==> src/rtl/bht_predictor_pkg.sv <==
// bht_predictor_pkg: shared FSM states, counter helpers and index function for the BHT
package bht_predictor_pkg;
  typedef enum logic {INIT = 1'b0, RUN = 1'b1} state_e;
  localparam int IDX_MAX = 10;
  function automatic logic [3:0] weak_nt(int bits);
    return 4'((1 << (bits - 1)) - 1);
  endfunction
  function automatic logic [3:0] sat_inc(logic [3:0] v, int bits);
    return (int'(v) == (1 << bits) - 1) ? v : v + 4'd1;
  endfunction
  function automatic logic [3:0] sat_dec(logic [3:0] v);
    return (v == 4'd0) ? v : v - 4'd1;
  endfunction
  function automatic logic [IDX_MAX-1:0] bht_idx(logic [31:0] pc, logic [IDX_MAX-1:0] hist,
                                                 int lsb, int idx_w, bit gshare);
    logic [31:0] m;
    m = (32'd1 << idx_w) - 32'd1;
    return IDX_MAX'(((pc >> lsb) ^ (gshare ? {22'd0, hist} : 32'd0)) & m);
  endfunction
endpackage

==> src/rtl/bht_table.sv <==
// bht_table: register array with async lookup/update read ports and one sync write port
module bht_table #(
  parameter int ENTRIES = 64,
  parameter int W = 2,
  localparam int AW = $clog2(ENTRIES)
) (
  input  logic          clk,
  input  logic          we,
  input  logic [AW-1:0] waddr,
  input  logic [W-1:0]  wdata,
  input  logic [AW-1:0] ra_addr,
  output logic [W-1:0]  ra_data,
  input  logic [AW-1:0] rb_addr,
  output logic [W-1:0]  rb_data
);
  logic [W-1:0] mem [ENTRIES];
  always_ff @(posedge clk)
    if (we) mem[waddr] <= wdata;
  assign ra_data = mem[ra_addr];
  assign rb_data = mem[rb_addr];
endmodule

==> src/rtl/bht_predictor.sv <==
// bht_predictor: per-PC bimodal/gshare branch predictor with table-clear FSM and stats
module bht_predictor
  import bht_predictor_pkg::*;
#(
  parameter int ENTRIES = 64,
  parameter int CTR_BITS = 2,
  parameter int PC_LSB = 1,
  parameter int MODE = 0,
  parameter int HIST_BITS = 8
) (
  input  logic                 clk,
  input  logic                 rst,
  input  logic [31:0]          lookup_pc,
  output logic                 predict_taken,
  output logic [HIST_BITS-1:0] lookup_hist,
  output logic                 ready,
  input  logic                 update_valid,
  input  logic [31:0]          update_pc,
  input  logic [HIST_BITS-1:0] update_hist,
  input  logic                 update_taken,
  input  logic                 update_mispredict,
  output logic [31:0]          stat_updates,
  output logic [31:0]          stat_mispredicts
);
  localparam int IDX_W = $clog2(ENTRIES);
  state_e state, state_nxt;
  logic [IDX_W-1:0] ptr, lk_idx, up_idx, waddr;
  logic [CTR_BITS-1:0] lk_ctr, up_ctr, wdata;
  logic [HIST_BITS-1:0] ghr;
  logic accept, we;
  always_ff @(posedge clk)
    state <= rst ? INIT : state_nxt;
  always_comb
    state_nxt = (state == INIT && ptr == IDX_W'(ENTRIES - 1)) ? RUN : state;
  always_comb begin
    ready = state == RUN;
    accept = ready & update_valid;
    we = (state == INIT) | accept;
    waddr = (state == INIT) ? ptr : up_idx;
    wdata = (state == INIT) ? CTR_BITS'(weak_nt(CTR_BITS)) :
            update_taken ? CTR_BITS'(sat_inc(4'(up_ctr), CTR_BITS)) : CTR_BITS'(sat_dec(4'(up_ctr)));
    predict_taken = ready & lk_ctr[CTR_BITS-1];
  end
  assign lk_idx = IDX_W'(bht_idx(lookup_pc, IDX_MAX'(ghr), PC_LSB, IDX_W, MODE == 1));
  assign up_idx = IDX_W'(bht_idx(update_pc, IDX_MAX'(update_hist), PC_LSB, IDX_W, MODE == 1));
  assign lookup_hist = ghr;
  always_ff @(posedge clk) begin
    if (rst) begin
      ptr <= '0;
      ghr <= '0;
      stat_updates <= '0;
      stat_mispredicts <= '0;
    end else begin
      if (state == INIT) ptr <= ptr + 1'b1;
      if (accept && MODE == 1) ghr <= HIST_BITS'({ghr, update_taken});
      if (accept && stat_updates != '1) stat_updates <= stat_updates + 32'd1;
      if (accept && update_mispredict && stat_mispredicts != '1) stat_mispredicts <= stat_mispredicts + 32'd1;
    end
  end
  bht_table #(.ENTRIES(ENTRIES), .W(CTR_BITS)) u_table (
    .clk(clk),
    .we(we),
    .waddr(waddr),
    .wdata(wdata),
    .ra_addr(lk_idx),
    .ra_data(lk_ctr),
    .rb_addr(up_idx),
    .rb_data(up_ctr)
  );
endmodule

==> config.mk <==
export PLATFORM = sky130hd
export DESIGN_NAME = bht_predictor
export DESIGN_NICKNAME = d
export VERILOG_FILES = /design/src/rtl/bht_predictor_pkg.sv /design/src/rtl/bht_table.sv /design/src/rtl/bht_predictor.sv
export SDC_FILE = /design/constraint.sdc
export NUM_CORES = 1
export LEC_CHECK = 0
export ABC_AREA = 0
export ABC_CLOCK_PERIOD_IN_PS = 12840
export CAP_MARGIN = 20
export CORE_ASPECT_RATIO = 0.9
export CORE_MARGIN = 10
export CORE_UTILIZATION = 55
export CTS_CLUSTER_DIAMETER = 200
export CTS_CLUSTER_SIZE = 20
export DETAILED_ROUTE_END_ITERATION = 7
export PLACE_DENSITY = 0.88
export SYNTH_ARGS = -nofsm -noshare
export SYNTH_HDL_FRONTEND = slang
export SYNTH_SLANG_ARGS = --single-unit
==> constraint.sdc <==
create_clock -name clk -period 12.84 [get_ports clk]
set_input_delay 1.284 -clock clk [delete_from_list [all_inputs] [get_ports clk]]
set_output_delay 1.284 -clock clk [all_outputs]
set_load 0.1 [all_outputs]
# Yosys cells after proc, flatten, opt, wreduce, memory -nomap -nowiden
# Memories as Yosys holds them, arrays and structs flattened.
# Cells that the tools add are included.
[classes]
n_addsub = 5
eq_ne = 4
mux = 7
bitwise = 4
reduce_logical = 5
[ops]
columns = ["cell", "count"]
rows = [
  ["adder 32 x 1 -> 32 bit, second input constant", 2],
  ["!= test 32 bit, second input constant", 2],
  ["two-way mux 2 bit", 4],
  ["adder 6 x 1 -> 6 bit, second input constant", 1],
  ["== test 6 bit, second input constant", 1],
  ["two-way mux 6 bit", 1],
  ["logical AND 1 bit", 4],
  ["adder 2 x 1 -> 2 bit, second input constant", 1],
  ["bitwise AND 1 bit", 2],
  ["== test 2 x 1 -> 1 bit, second input constant", 1],
  ["logical NOT 2 bit", 1],
  ["two-way mux 1 bit", 2],
  ["subtractor 2 x 1 -> 2 bit, second input constant", 1],
  ["inverter 1 bit", 1],
  ["OR 1 bit", 1],
]
[word_totals]
ff_bits = 71
ram_bits = 128
inputBits = 77
out_inout_bits = 74
wordCells = 30
memories = 1
[mem_list]
columns = ["memory", "words", "word_bits", "rd", "rd_clocked_by_memory_dff", "wr", "line_no", "rtl"]
rows = [
  ["u_table.mem", 64, 2, 2, 0, 1, "bht_table.sv:16", "logic [W-1:0] mem [ENTRIES];"],
]

# Logic depth before layout (Yosys ltp)
# An unclocked memory read counts as a cell.
[logic_depth]
ltp_word = 5
ltp_mapped = 10
ltp_nobuf = 7

# Cells and area by module
# Synthesis repeated with hierarchy kept, for this count alone.
[hier_totals]
cells_unflattened = 884
hier_area_um2 = 10364.9
[by_module_without_submodules]
columns = ["mod", "n_inst", "cells_each", "area_each_um2", "seq_area_each_um2"]
rows = [
  ["bht_table", 1, 403, 6475.0, 3843.7],
  ["bht_predictor", 1, 481, 3890.0, 1421.4],
]

# Worst setup path after synthesis
# Ideal clock, no wire load.
[synth_timing]
kind = "in2reg"
startpoint = "input port update_pc[3]"
endpoint = "memory u_table.mem[0][1] (data pin)"
setup_ps = 721
arrival_time_ps = 5501
required_ps = 12119
slack_ps = 6617
stages = 8
path_buffers = 2
path_cell_list = "buf_2 -> buf_2 -> mux2i_1 -> a22oi_1 -> a21oi_1 -> a2111oi_0 -> nor4_1 -> o31ai_1"
[synth_between]
elab_chain_cells = 5
word_cells_on_any_way = 9
classes_between = "add/sub: 2; eq/ne: 1; mux: 4; reduce/logical: 1; memory: 1"
[synth_lines]
columns = ["element", "line_no", "rtl"]
rows = [
  ["start: declaration", "bht_predictor.sv:18", "input logic [31:0] update_pc,"],
  ["memory read (64 x 2 bit) *", "-", ""],
  ["subtractor 2 x 1 -> 2 bit (tied with other cells)", "bht_predictor_pkg.sv:12", "return (v == 4'd0) ? v : v - 4'd1;"],
  ["two-way mux 2 bit, on equally long branches", "bht_predictor_pkg.sv:12, bht_predictor_pkg.sv:9", ""],
  ["two-way mux 2 bit *", "bht_predictor.sv:41", "update_taken ? CTR_BITS'(sat_inc(4'(up_ctr), CTR_BITS)) : CTR_BITS'(sat_dec(4'(up_ctr)));"],
  ["two-way mux 2 bit *", "bht_predictor.sv:40", "wdata = (state == INIT) ? CTR_BITS'(weak_nt(CTR_BITS)) :"],
  ["named net u_table.wdata[1]", "bht_table.sv:10", "input logic [W-1:0] wdata,"],
  ["end: declaration", "bht_table.sv:16", ""],
]
# The timed path passes the listed nets; every way through them passes the cells marked *.

# Final worst setup path
[layout_timing]
startpoint = "input port lookup_pc[2]"
endpoint = "output port predict_taken"
[layout_between]
elab_chain_cells = 2
[layout_lines]
columns = ["element", "line_no", "rtl"]
rows = [
  ["start: declaration", "bht_predictor.sv:13", "input logic [31:0] lookup_pc,"],
  ["memory read (64 x 2 bit)", "-", ""],
  ["bitwise AND 1 bit", "bht_predictor.sv:42", "predict_taken = ready & lk_ctr[CTR_BITS-1];"],
  ["end: declaration", "bht_predictor.sv:14", "output logic predict_taken,"],
]
# No other way between the ends.

==> results.py <==
metrics = {
    "clock_tree": {
        "path_clk_slew_ps": 70,
        "postCtsSetupBuffers": 0,
        "clkLatencyLatePin_ps": 440,
        "cts_buffer_depth": 2,
        "cts_resized": 0,
        "cts_buffers": 17,
        "cts_root_buffer": "clkbuf_16",
        "ctsHoldBuffers": 0,
        "cts.htree.levels": 4,
        "cts_tree": "yes",
        "cts.sinks": 199,
    },
    "flow_run": {
        "maxCapViolations": 0,
    },
    "placement": {
        "post-place-cells": 1070,
        "io_buffers": 82,
        "hpwlAfterDp_mm": 15.15,
        "place_congestion": 0.8174,
    },
    "pwr": {
        "p_seq_share_pct": 51.2,
        "power_leakage_nw": 3.616,
        "power_density_nw_per_um2": 118.7,
        "switching_power_w": 0.0002925,
        "internal-power_w": 0.001031,
        "netSwitchingFraction_pct": 22.10,
        "clock_power_share_pct": 42.8,
        "combinationalPowerShare_pct": 6.1,
        "ir_drop_v": 0.0001090,
    },
    "synth": {
        "synthTopCellsByCount": "nor2_1 (132), edfxtp_1 (128), dfxtp_1 (71)",
        "ys_seq_area_share_pct": 55.25,
        "yosysMostFrequentCell": "nor2_1",
        "postSynthAreaPerCell_um2": 12.19,
        "synthTopCellsByArea": "edfxtp_1 (40%), dfxtp_1 (15%), mux4_2 (10%), nor2_1 (5.2%), xnor2_1 (3.7%)",
        "synth_edf_count": 128,
        "yosys.area.top_type": "edfxtp_1",
        "synthFlopType": "edfxtp_1",
        "yosysWarnings": 0,
        "syn_area_um2": 9529,
        "syn-instance-count": 782,
        "synthArstFlopShare_pct": 0,
        "synth.lib_cells_used.distinct": 59,
        "synth-seq-cells": 199,
        "synth_top_area_share_pct": 40.34,
    },
    "floorplan": {
        "ioPinCount": 151,
        "placementRows": 45,
        "die_w_um": 158.7,
        "initial_core_util_pct": 56.23,
        "die_height_um": 144.9,
        "dieArea_um2": 23000,
        "coreArea_um2": 16950,
    },
    "timing": {
        "slew_violations": 0,
        "clock.fmax_ghz": 0.1595,
        "hold_slack_ps": 503.4,
        "hold_viol": 0,
        "setup_violations": 0,
        "period_needed_ps": 6271,
        "fin_crit_sh_pct": 48.84,
        "grt_setup_unrepaired": "false",
        "fin_skew_ps": 9.154,
        "worstMarginPinSlew_ps": 1019,
        "finalSetupTns_ps": 0,
        "slew_headroom_pct": 31.87,
    },
    "grt": {
        "antenna_found_initial": 0,
        "gr-total-overflow": 0,
        "grt_max_degree": 80,
        "grt_pass1_vias": 6530,
        "grt_usage_pct": 19.88,
        "grt_pass1_wl_mm": 35.84,
    },
    "critical_path": {
        "critPathCaptureType": "output port",
        "reg2reg_depth": 6,
        "r2r_start": "u_table.mem[57][0]",
        "r2r-end": "u_table.mem[12][0]",
        "path_max_fanout": 16,
        "worstSetupStartpointType": "primary input",
        "cp-endpoint": "predict_taken",
        "worstPathRequired_ps": 11560,
        "cp.arrival_ps": 4990,
        "crit_start": "lookup_pc[2]",
        "path_class": "in -> out",
        "reg2reg_slack_ps": 9250,
    },
    "cells_and_area": {
        "num-fill-cells": 1181,
        "syn_to_final_growth_pct": 17.07,
        "multi_input_area_um2": 4018,
        "nNetsFinal": 934,
        "regArea_um2": 5265,
        "layout-drive-gt1-share_pct": 12.34,
        "final_cell_count_no_fill": 1102,
        "n_antenna_cell": 0,
    },
    "route": {
        "wl_per_cell_um": 21.01,
        "wl_mm": 23.16,
        "drc_errors": 0,
        "vias_per_cell": 6.194,
        "drt_iter0_drc": 664,
        "firstDrtPassIters": 5,
        "vias": 6826,
        "drtAntennaViolNets": 0,
    },
    "min_path": {
        "min_path_type": "reg -> reg",
    },
    "status": {
        "status": "finished, final reports clean",
    },
}
routing by layer:
layer / vias up / global-route usage (%) / part of all wire [%]
met5: - / 0 / 0
met4: 0 / 8.358 / 3.2
met3: 65 / 5.507 / 8.7
met2: 361 / 33.29 / 49
met1: 3333 / 23.95 / 39
li1: 3067 / - / -
cell type report:
class                           instances  share of cell area (%)
Clock buffer                           17                   3.813
Clock inverter                         15                   1.795
Inverter                               22                  0.7402
Multi-Input combinational cell        524                   36.01
Sequential cell                       199                   47.20
Tap cell                              235                   2.636
Timing Repair Buffer                   90                   7.806
critical path, cell delays in order:
cell	delay, ps
clkdlybuf4s50_1	1130
mux4_2	440
mux4_2	520
mux4_2	450
and2_1	180
clkdlybuf4s50_1	960
how the worst min path moves through the flow:
stage,startpoint,to,depth (start not counted)
2_1_floorplan,ptr[5],ptr[5],2
3_3_place_gp,stat_updates[30],stat_updates[30],2
3_5_place_dp,stat_updates[30],stat_updates[30],2
4_1_cts,stat_updates[30],stat_updates[30],2
5_1_grt,stat_updates[30],stat_updates[30],2
6_report,stat_updates[30],stat_updates[30],2
cells in the final DEF, fill, tap and decap left out, types with 4 or more instances in the layout:
cell type        Yosys  layout
nor2b_1              9       9
o21ai_0             15      15
nor3_1               7       7
a22oi_1              6       6
mux4_2              44      44
a21oi_1             25      25
nor2_1             132     132
a22o_1               4       4
xor2_1               4       4
clkbuf_16            0      17
nand3_1             23      23
a2111oi_0            7       7
nand4_1             12      12
or3_1               11      11
inv_1               21      21
xnor2_1             40      40
nand2_1             44      44
clkdlybuf4s50_1      0      80
and4_1               7       7
nor4_1               5       5
inv_6                0       4
nand2b_1             5       5
and2_1               5       5
dfxtp_1             71      71
a21o_1               4       4
buf_4                9       8
mux2i_1             28      28
a31oi_1              6       5
mux2_2              11      11
and3_1               6       6
bufinv_16            0       4
conb_1               1       8
a211oi_1            17      17
edfxtp_1           128     128
metrics by stage:
step	total power (W)	instance area, um2	worst slack [ps]	util (%)
floorplan	0.0007493	9555	6617	-
global placement	0.0007668	10530	6687	62.13
detailed placement	0.0007689	10530	6629	62.13
CTS	0.001326	11160	6612	65.83
global route	0.001354	11160	6558	65.83
finish	0.001324	11160	6569	65.83
cells by family after synthesis:
| group | synth area share (%) |
|---|---|
| XOR/XNOR | 4.044 |
| AO/OA/AOI/OAI | 7.497 |
| buffers and inverters | 3.256 |
| flip-flops | 55.25 |
| AND/OR/NAND/NOR | 14.05 |
| other | 0.03935 |
| adder cells (fa/ha/maj) | 0.3939 |
| multiplexers | 15.47 |
power groups by stage:
stage	clock [W]	sequential, W	combinational (W)
detailed placement	0	0.000691	0.0000776
floorplan	0	0.000690	0.0000592
global route	0.000593	0.000677	0.0000835
CTS	0.000570	0.000677	0.0000788
finish	0.000566	0.000677	0.0000801
global placement	0	0.000691	0.0000756
state kept, by name, indices dropped and copies added, names as in the netlist:
name	cells
ptr	6
ready	1
stat_mispredicts	32
stat_updates	32
u_table.mem	128
(Power assumes the default switching activity.)
